## src/rtl/ex_div_if.sv

```systemverilog
// EX-stage divider handshake bundle.
// EX drives operands and start/annul; divider returns result and stall.
interface ex_div_if #(
  parameter int WIDTH = 32
);
  logic               start;
  logic               signed_div;
  logic [WIDTH-1:0]   opdata1;
  logic [WIDTH-1:0]   opdata2;
  logic               annul;
  logic [2*WIDTH-1:0] result;
  logic               ready;
  logic               stallreq_for_ex;

  modport master (
    output start, signed_div, opdata1, opdata2, annul,
    input  result, ready, stallreq_for_ex
  );

  modport slave (
    input  start, signed_div, opdata1, opdata2, annul,
    output result, ready, stallreq_for_ex
  );
endinterface

```

## src/rtl/ex_div.sv

```systemverilog
// Radix-2 restoring divider for MIPS DIV/DIVU.
// Produces {HI=remainder, LO=quotient}; stalls EX while busy.
module ex_div #(
  parameter int WIDTH = 32
) (
  input  logic    clk,
  input  logic    rst,
  ex_div_if.slave bus
);
  localparam int CW = $clog2(WIDTH) + 1;

  typedef enum logic [1:0] {
    FREE, BUSY, DIVZERO, DONE
  } state_t;

  state_t state, state_n;

  logic [CW-1:0]    cnt;
  logic [WIDTH-1:0] quo;
  logic [WIDTH-1:0] rem;
  logic [WIDTH-1:0] dvs;
  logic             neg_q;
  logic             neg_r;
  logic [2*WIDTH-1:0] res_q;

  logic             accept;
  logic             last;
  logic             zero_dvs;
  logic [WIDTH-1:0] abs1;
  logic [WIDTH-1:0] abs2;
  logic [WIDTH:0]   shifted;
  logic [WIDTH:0]   trial;
  logic [WIDTH-1:0] rem_n;
  logic [WIDTH-1:0] quo_n;
  logic [WIDTH-1:0] q_fix;
  logic [WIDTH-1:0] r_fix;

  assign accept   = bus.start & ~bus.annul;
  assign last     = (cnt == CW'(WIDTH - 1));
  assign zero_dvs = (bus.opdata2 == '0);

  assign abs1 = (bus.signed_div & bus.opdata1[WIDTH-1])
              ? -bus.opdata1 : bus.opdata1;
  assign abs2 = (bus.signed_div & bus.opdata2[WIDTH-1])
              ? -bus.opdata2 : bus.opdata2;

  // Trial subtract is one bit wider so its MSB is the borrow.
  assign shifted = {rem, quo[WIDTH-1]};
  assign trial   = shifted - {1'b0, dvs};
  assign rem_n   = trial[WIDTH] ? shifted[WIDTH-1:0]
                                : trial[WIDTH-1:0];
  assign quo_n   = {quo[WIDTH-2:0], ~trial[WIDTH]};
  assign q_fix   = neg_q ? -quo_n : quo_n;
  assign r_fix   = neg_r ? -rem_n : rem_n;

  always_comb begin
    state_n = state;
    unique case (state)
      FREE: begin
        if (accept) state_n = zero_dvs ? DIVZERO : BUSY;
      end
      BUSY: begin
        if (bus.annul)  state_n = FREE;
        else if (last)  state_n = DONE;
      end
      DIVZERO: state_n = bus.annul ? FREE : DONE;
      DONE:    state_n = FREE;
      default: state_n = FREE;
    endcase
  end

  always_ff @(posedge clk or negedge rst) begin
    if (!rst) state <= FREE;
    else      state <= state_n;
  end

  always_ff @(posedge clk or negedge rst) begin
    if (!rst) begin
      cnt   <= '0;
      quo   <= '0;
      rem   <= '0;
      dvs   <= '0;
      neg_q <= 1'b0;
      neg_r <= 1'b0;
      res_q <= '0;
    end else begin
      unique case (state)
        FREE: begin
          if (accept && !zero_dvs) begin
            quo   <= abs1;
            dvs   <= abs2;
            rem   <= '0;
            cnt   <= '0;
            neg_q <= bus.signed_div &
                     (bus.opdata1[WIDTH-1] ^ bus.opdata2[WIDTH-1]);
            neg_r <= bus.signed_div & bus.opdata1[WIDTH-1];
          end
        end
        BUSY: begin
          rem <= rem_n;
          quo <= quo_n;
          cnt <= cnt + CW'(1);
          if (last && !bus.annul) res_q <= {r_fix, q_fix};
        end
        DIVZERO: begin
          if (!bus.annul) res_q <= '0;
        end
        default: ;
      endcase
    end
  end

  assign bus.result          = res_q;
  assign bus.ready           = (state == DONE);
  assign bus.stallreq_for_ex = bus.start & ~bus.annul & ~bus.ready;
endmodule

```

## src/flat_wrapper.sv

```systemverilog
// flat-port wrapper written by rule: the top's interface ports become plain ports
module ex_div_flat 
#(
  parameter int WIDTH = 32
)
  (clk, rst, bus_start, bus_signed_div, bus_opdata1, bus_opdata2, bus_annul, bus_result, bus_ready, bus_stallreq_for_ex);
  ex_div_if #(.WIDTH(WIDTH)) bus_i ();
  input  logic clk;
  input  logic rst;
  input wire logic [$bits(bus_i.start)-1:0] bus_start;
  input wire logic [$bits(bus_i.signed_div)-1:0] bus_signed_div;
  input wire logic [$bits(bus_i.opdata1)-1:0] bus_opdata1;
  input wire logic [$bits(bus_i.opdata2)-1:0] bus_opdata2;
  input wire logic [$bits(bus_i.annul)-1:0] bus_annul;
  output wire logic [$bits(bus_i.result)-1:0] bus_result;
  output wire logic [$bits(bus_i.ready)-1:0] bus_ready;
  output wire logic [$bits(bus_i.stallreq_for_ex)-1:0] bus_stallreq_for_ex;
  assign bus_i.start = bus_start;
  assign bus_i.signed_div = bus_signed_div;
  assign bus_i.opdata1 = bus_opdata1;
  assign bus_i.opdata2 = bus_opdata2;
  assign bus_i.annul = bus_annul;
  assign bus_result = bus_i.result;
  assign bus_ready = bus_i.ready;
  assign bus_stallreq_for_ex = bus_i.stallreq_for_ex;
  ex_div #(.WIDTH(WIDTH)) u_core (.clk(clk), .rst(rst), .bus(bus_i));
endmodule
```

## config.mk

```make
export PLATFORM = sky130hd
export DESIGN_NAME = ex_div_flat
export DESIGN_NICKNAME = d
export VERILOG_FILES = /design/src/rtl/ex_div_if.sv /design/src/rtl/ex_div.sv /design/src/flat_wrapper.sv
export SDC_FILE = /design/constraint.sdc
export NUM_CORES = 1
export LEC_CHECK = 0
export ABC_AREA = 1
export BUFFER_PORTS_ARGS = -buffer_cell sky130_fd_sc_hd__buf_4
export CAP_MARGIN = 5
export CELL_PAD_IN_SITES_DETAIL_PLACEMENT = 0
export CELL_PAD_IN_SITES_GLOBAL_PLACEMENT = 1
export CORE_MARGIN = 5
export CORE_UTILIZATION = 46
export CTS_CLUSTER_SIZE = 16
export DETAILED_ROUTE_END_ITERATION = 8
export PLACE_DENSITY = 0.89
export SYNTH_ARGS = -nofsm -noshare
export SYNTH_HDL_FRONTEND = slang
export SYNTH_SLANG_ARGS = --single-unit
```

## constraint.sdc

```tcl
create_clock -name clk -period 6.8 [get_ports clk]
set_input_delay 0.34 -clock clk [delete_from_list [all_inputs] [get_ports clk]]
set_output_delay 0.34 -clock clk [all_outputs]
set_load 0.005 [all_outputs]
```

# --- After elaboration in Yosys (flattened, before gate mapping) ---
# Index checks and enable logic that the tools add are counted.
word_totals:
  romBits: 0
  latch_bits: 0
  mem_bits_rw: 0
  regBits: 170
  n_memories: 0
  inputBits: 69
  output_inout_bits: 66
op_classes:
  n_bitwise: 9
  shifts: 0
  order_cmp: 0
  n_addsub: 6
  div_mod_pow: 0
  reduce_logical: 12
  n_eq_ne: 9
  n_mul: 0
  mux: 20
op_table:
  columns: ["op", "count"]
  rows:
  - ["2-to-1 mux 32 bit", 7]
  - ["2-to-1 mux 64 bit", 2]
  - ["negation 32 bit", 4]
  - ["case mux 32 bit (2 select lines)", 2]
  - ["case mux 64 bit (2 select lines)", 1]
  - ["subtractor 33 x 32 -> 33 bit", 1]
  - ["logical NOT 32 bit", 1]
  - ["case mux 6 bit (2 select lines)", 1]
  - ["2-to-1 mux 2 bit", 5]
  - ["case mux 2 bit (4 select lines)", 1]
  - ["adder 6 x 1 -> 6 bit, second input constant", 1]
  - ["== test 6 x 5 -> 1 bit, second input constant", 1]
  - ["2-to-1 mux 6 bit", 1]
  - ["!= test 2 x 1 -> 1 bit, second input constant", 3]
  - ["AND reduction 2 bit", 3]
  - ["AND 1 bit", 5]
  - ["== test 2 bit, second input constant", 2]
  - ["nonzero test 2 bit", 2]
  - ["!= test 3 x 2 -> 1 bit, second input constant", 1]
  - ["inverter 1 bit", 3]
  - ["AND reduction 3 bit", 1]
  - ["== test 2 x 1 -> 1 bit, second input constant", 1]
  - ["logical AND 1 bit", 2]
  - ["logical NOT 1 bit", 2]
  - ["other kinds (3)", 3]

# --- Depth between registers and ports, before layout ---
logic_depth:
  word_depth: 6
  depth_mapped: 29
  mapped_depth_nobuf: 27

# --- Worst setup path before layout ---
# No wires, ideal clock.
synth_timing:
  path_type: "flip-flop to flip-flop"
  start: "register u_core.quo[31]"
  end: "register u_core.res_q[28], in the netlist u_core.bus.result[28]"
  path_slack_ns: 2.974
  path_buffers: 2
  required_time_ns: 6.678
  arrival_time_ns: 3.705
  path_stages_with_launch: 29
  period_less_slack_ns: 3.826
  cell_sequence: "dfrtp_1 inv_1 ha_1 inv_1 fa_1 nand2_1 nand2_1 nand3_1 nand2_2 nand2_2 nand2_4 nand2_4 nand3_4 nand2_8 buf_12 buf_8 ha_1 inv_1 nor3_1 nand3_1 nor2_1 nand4_1 nor2_1 nand2_1 nand2_1 o21ai_0 a21oi_1 nand2_1 a32o_1"
synth_via:
  elab_chain_cells: 6
synth_lines:
  columns: ["element", "line", "text"]
  rows:
  - ["start: declaration", "ex_div.sv:19", "logic [WIDTH-1:0] quo;"]
  - ["start signal: assignment", "ex_div.sv:90", "quo <= abs1;"]
  - ["start signal: assignment", "ex_div.sv:101", "quo <= quo_n;"]
  - ["subtractor 33 x 32 -> 33 bit", "ex_div.sv:49", "assign trial = shifted - {1'b0, dvs};"]
  - ["inverter 1 bit", "ex_div.sv:52", "assign quo_n = {quo[WIDTH-2:0], ~trial[WIDTH]};"]
  - ["negation 32 bit", "ex_div.sv:53", "assign q_fix = neg_q ? -quo_n : quo_n;"]
  - ["2-to-1 mux 32 bit", "ex_div.sv:53", null]
  - ["2-to-1 mux 64 bit", "ex_div.sv:103", "if (last && !bus.annul) res_q <= {r_fix, q_fix};"]
  - ["case mux 64 bit (2 select lines)", "ex_div.sv:87", "unique case (state)"]
  - ["end signal: assignment", "ex_div.sv:103", null]
  - ["end: declaration", "ex_div.sv:24", "logic [2*WIDTH-1:0] res_q;"]
# Every way passes these cells. The select of a mux whose other input is x is not followed.
# A chain may end at the register's enable or synchronous reset.

# --- Worst setup path after layout ---
# Same ends and word-level chain as after synthesis.

==> metrics list <==
* Largest vdd supply drop: 0.339 mV
* Post-DP HPWL: 33400 µm
- In this run the deepest clock path goes through 2 buffers.
* Ranking of synthesized cells by area: sky130_fd_sc_hd__dfrtp_1 32%, sky130_fd_sc_hd__nand2_1 19%, sky130_fd_sc_hd__inv_1 8.3%
* Worst slew margin: 25.5%
* Layout Nets: 2250
* CP endpoint kind: register
- Core Region: 28600 µm²
- Vias in the first global route: 13200
* FMAX: 0.218 GHz
* Number of buffer cells added on primary ports: 134
- Summing over every cut layer, the via total after detailed routing is 13400.
- Kind of critical path: reg2reg
- Dividing the detail-routed wire length by the instance count gives 16.8 µm.
- The netlist uses 49 different library cells.
- Final period demand of the worst path: 4580 ps
* Highest routed layer: met4
- For this block, wires on met1 add up to 18500 µm.
- Post-synthesis net count: 2148
* PnR Total Power: 5.08 mW
- Clock tree from TritonCTS: done
* Initial detailed-routing violation count: 1138
- Die area: 32400 µm²
- The repair_antennas step left the layout with diodes totalling 0.
* Most frequently used cell type in the post-synthesis netlist: sky130_fd_sc_hd__nand2_1
- The count of final hold-check violations came to 0.
- Synthesized area per cell: 6.53 µm²
- Clk sinks: 170
* Arrival time reported for the critical path endpoint: 4910 ps
- Counting the fill cells in the layout gives 2960.
- Across all register-to-register paths, the minimum setup slack is 2220 ps.
- CTS built an H-tree with a depth of 4.
* Count of unresolved DRC violations after routing: 0
* Aggregate global-route resource usage: 26.3%
* Pin count of the biggest net entering global routing: 98
- sky130_fd_sc_hd__dfrtp_1 takes more of the synthesized area than any other cell.
- Wire length of the first global-routing pass: 69300 µm
- At the end of routability-driven placement, the weighted congestion stood at 0.936.
* Post-layout util: 52.9%
- Commonest cells in the netlist: 690 x sky130_fd_sc_hd__nand2_1, 294 x sky130_fd_sc_hd__inv_1, 181 x sky130_fd_sc_hd__nor2_1
- Sequential cells were found to cover 32.0% of the synthesized design area.
- Mapped Area: 13300 µm²
- For the worst flop-to-flop path, the logic depth is 26.
* Post-CTS setup repair buffer count: 0
- The count of pins over their slew limit was 0.
* Period utilisation layout: 67.4%
* CTS Hold Buffers Added: 0
- Startpoint of the lowest-slack register-to-register path: u_core.quo[31]
* Part of the power in registers: 31.1%
- Root buf cell: sky130_fd_sc_hd__clkbuf_16
- Area growth, synth to finish: 13.9%
- The total overflow left after global routing is 0.
- STA classifies the critical path startpoint as a register.
- Summed over its instances, the top area cell type makes up 32.0% of the synthesized netlist area.
- Of the total power, the share spent switching nets is 47.1%.
- The die is 180 µm wide.
- Wire segments on met3 add up to 2580 µm in the final route.
- Transition time at the pin with the least slew margin: 1120 ps
- Part of the power in combinational logic: 49.1%
- The run finished with clean final reports.
- Synthesis inferred 170 register bits.
* Layout cells sized above 1: 11.6%
- After detailed placement, the design holds a cell count of 2504.
- Setup repair after global routing left no endpoint under its margin.
- The detail route stage leaves a number of antenna-violating nets equal to 0.
- The path class of the tightest hold or removal check is in2async.
- Flip-flop cell with the highest count after synthesis: sky130_fd_sc_hd__dfrtp_1
- Number of enable flip-flop cells after synthesis: 0
* Min setup slack post-route: 2220 ps
* Clock latency on the worst-skew pair: 450 ps
- Clock-pin slew reported for the worst setup and hold paths after clock tree synthesis: 80 ps
- The share of total power dissipated in the clock network is 19.8%.
- Tracing the worst setup path back leads to its startpoint at u_core.quo[31].
- The routed design has 42700 µm of wire.
- Cts repair resizes: 0
* Starting density of the core: 46.4%
- The finished layout holds 2536 standard cells, fillers aside.
- Detailed Routing Iterations Pass 1: 6
- Static leakage: 8.42 nW
* Clock Skews: 20.3 ps
- Internal power comes to 2.68 mW.
- For this run, asynchronously set or reset flops after synthesis account for 100%.
- Antenna violations before repair: 0
* Post-detailed-route via-to-cell ratio: 5.30
- Final setup vio count: 0
- The number of clock buffers added by TritonCTS is 17.
* Required time of the critical path: 7130 ps
* Aggregate negative setup slack: 0 ps
- OpenSTA, run right after detailed placement, puts the worst setup slack at 2290 ps.
- Detailed routing placed a total of 20300 µm of wire on met2.
- Synthesis handed over a netlist of 2037 instances.
- The tool flagged a number of max-cap violations equal to 0.
- In this run the power density over the cells is 335 nW/µm².
- FP Rows: 62
- For this design the top-level I/O count stands at 135.
- Switching power of the nets: 2.39 mW
- Total number of yosys warnings: 0
- In this run the worst path has a maximum fanout of 42.
* Die outline height: 180 µm
[cell type report]
class,instances,area (µm²),share of cell area [%]
Multi-Input combinational cell,1506,7590,50.1
Sequential cell,170,4250,28.1
Inverter,303,1140,7.51
Timing Repair Buffer,141,1060,7.02
Tap cell,384,480,3.17
Clock buffer,18,439,2.90
Clock inverter,14,173,1.14
[through the flow]
| step | cell area [µm²] | hold WS (ps) |
|---|---|---|
| after floorplan | 13300 | 44.4 |
| after global placement | 14500 | 464 |
| after detailed placement | 14500 | 467 |
| after CTS | 15100 | 40.4 |
| after global routing | 15100 | 80.9 |
| final | 15100 | 10.1 |
[critical path, stage by stage (launching register included)]
cell and delay, ps:
sky130_fd_sc_hd__dfrtp_1 360, sky130_fd_sc_hd__inv_1 80, sky130_fd_sc_hd__ha_1 150, sky130_fd_sc_hd__inv_1 70, sky130_fd_sc_hd__fa_1 430, sky130_fd_sc_hd__nand2_1 90, sky130_fd_sc_hd__nand2_1 90, sky130_fd_sc_hd__nand3_1 110
sky130_fd_sc_hd__nand2_2 110, sky130_fd_sc_hd__nand2_2 110, sky130_fd_sc_hd__nand2_4 60, sky130_fd_sc_hd__nand2_4 110, sky130_fd_sc_hd__nand3_4 200, sky130_fd_sc_hd__nand2_8 330, sky130_fd_sc_hd__ha_1 210, sky130_fd_sc_hd__inv_1 50
sky130_fd_sc_hd__nor3_1 210, sky130_fd_sc_hd__nand3_1 140, sky130_fd_sc_hd__nor2_1 220, sky130_fd_sc_hd__nand4_1 180, sky130_fd_sc_hd__nor2_1 260, sky130_fd_sc_hd__nand2_1 110, sky130_fd_sc_hd__nand2_1 90, sky130_fd_sc_hd__o21ai_0 180
sky130_fd_sc_hd__a21oi_1 190, sky130_fd_sc_hd__nand2_1 70, sky130_fd_sc_hd__a32o_1 260
[registers in the layout, indices dropped and copies added (netlist names)]
register	count
u_core.rem	32
u_core.quo	32
u_core.neg_r	1
u_core.cnt	6
u_core.dvs	32
u_core.neg_q	1
u_core.bus.result	64
u_core.state	2
[power by group through the flow]
stage	logic, mW	registers, mW	clock network, mW
floorplan	1.67	1.50	0
global placement	2.46	1.58	0
detailed placement	2.48	1.59	0
CTS	2.49	1.58	1.02
global route	2.80	1.62	1.06
finish	2.49	1.58	1.01
[layout by cell type, fill, tap and decap left out, types with 3 or more instances in the layout]
| cell | instances |
|---|---|
| sky130_fd_sc_hd__nor2_4 | 5 |
| sky130_fd_sc_hd__buf_4 | 140 |
| sky130_fd_sc_hd__o21ai_0 | 105 |
| sky130_fd_sc_hd__nand2_2 | 41 |
| sky130_fd_sc_hd__nor4_1 | 11 |
| sky130_fd_sc_hd__nand2_1 | 689 |
| sky130_fd_sc_hd__inv_6 | 5 |
| sky130_fd_sc_hd__and2_1 | 4 |
| sky130_fd_sc_hd__or2_2 | 4 |
| sky130_fd_sc_hd__a21oi_1 | 37 |
| sky130_fd_sc_hd__clkbuf_16 | 17 |
| sky130_fd_sc_hd__nand3_1 | 120 |
| sky130_fd_sc_hd__o221ai_1 | 32 |
| sky130_fd_sc_hd__nor3_1 | 31 |
| sky130_fd_sc_hd__nor2_1 | 181 |
| sky130_fd_sc_hd__clkinv_8 | 5 |
| sky130_fd_sc_hd__xnor2_1 | 26 |
| sky130_fd_sc_hd__o22ai_1 | 26 |
| sky130_fd_sc_hd__o211ai_1 | 3 |
| sky130_fd_sc_hd__a22o_1 | 3 |
| sky130_fd_sc_hd__nand2_4 | 6 |
| sky130_fd_sc_hd__a31oi_1 | 4 |
| sky130_fd_sc_hd__nor2_2 | 6 |
| sky130_fd_sc_hd__nand4_1 | 22 |
| sky130_fd_sc_hd__nand3b_1 | 9 |
| sky130_fd_sc_hd__ha_1 | 41 |
| sky130_fd_sc_hd__xor2_1 | 55 |
| sky130_fd_sc_hd__inv_2 | 7 |
| sky130_fd_sc_hd__a32o_1 | 7 |
| sky130_fd_sc_hd__inv_1 | 294 |
| sky130_fd_sc_hd__o21ai_1 | 16 |
| sky130_fd_sc_hd__a22oi_1 | 4 |
| sky130_fd_sc_hd__dfrtp_1 | 170 |
[final timing paths]
| path | end |
|---|---|
| max | u_core.bus.result[28] |
| min | u_core.dvs[26] |
| max reg2reg | u_core.bus.result[28] |
| min reg2reg | u_core.bus.result[48] |
| max in group asynchronous | u_core.rem[31] |
| min in group clk | u_core.dvs[13] |
[routing by layer]
layer,vias to the layer above,global-route usage (%)
li1,6690,-
met1,6227,34.6
met3,78,3.92
met2,440,44.5
met5,-,0
met4,0,8.87
[kinds of logic after synthesis]
kind of cell / after synthesis / share of synthesized area (%)
simple gates: 1135 / 36.4
buf+inv: 361 / 10.9
flops: 170 / 32.0
fa+ha+maj: 42 / 4.01
xor+xnor: 81 / 5.34
compound gates: 248 / 11.3
Power figures use the tool's default switching activity.
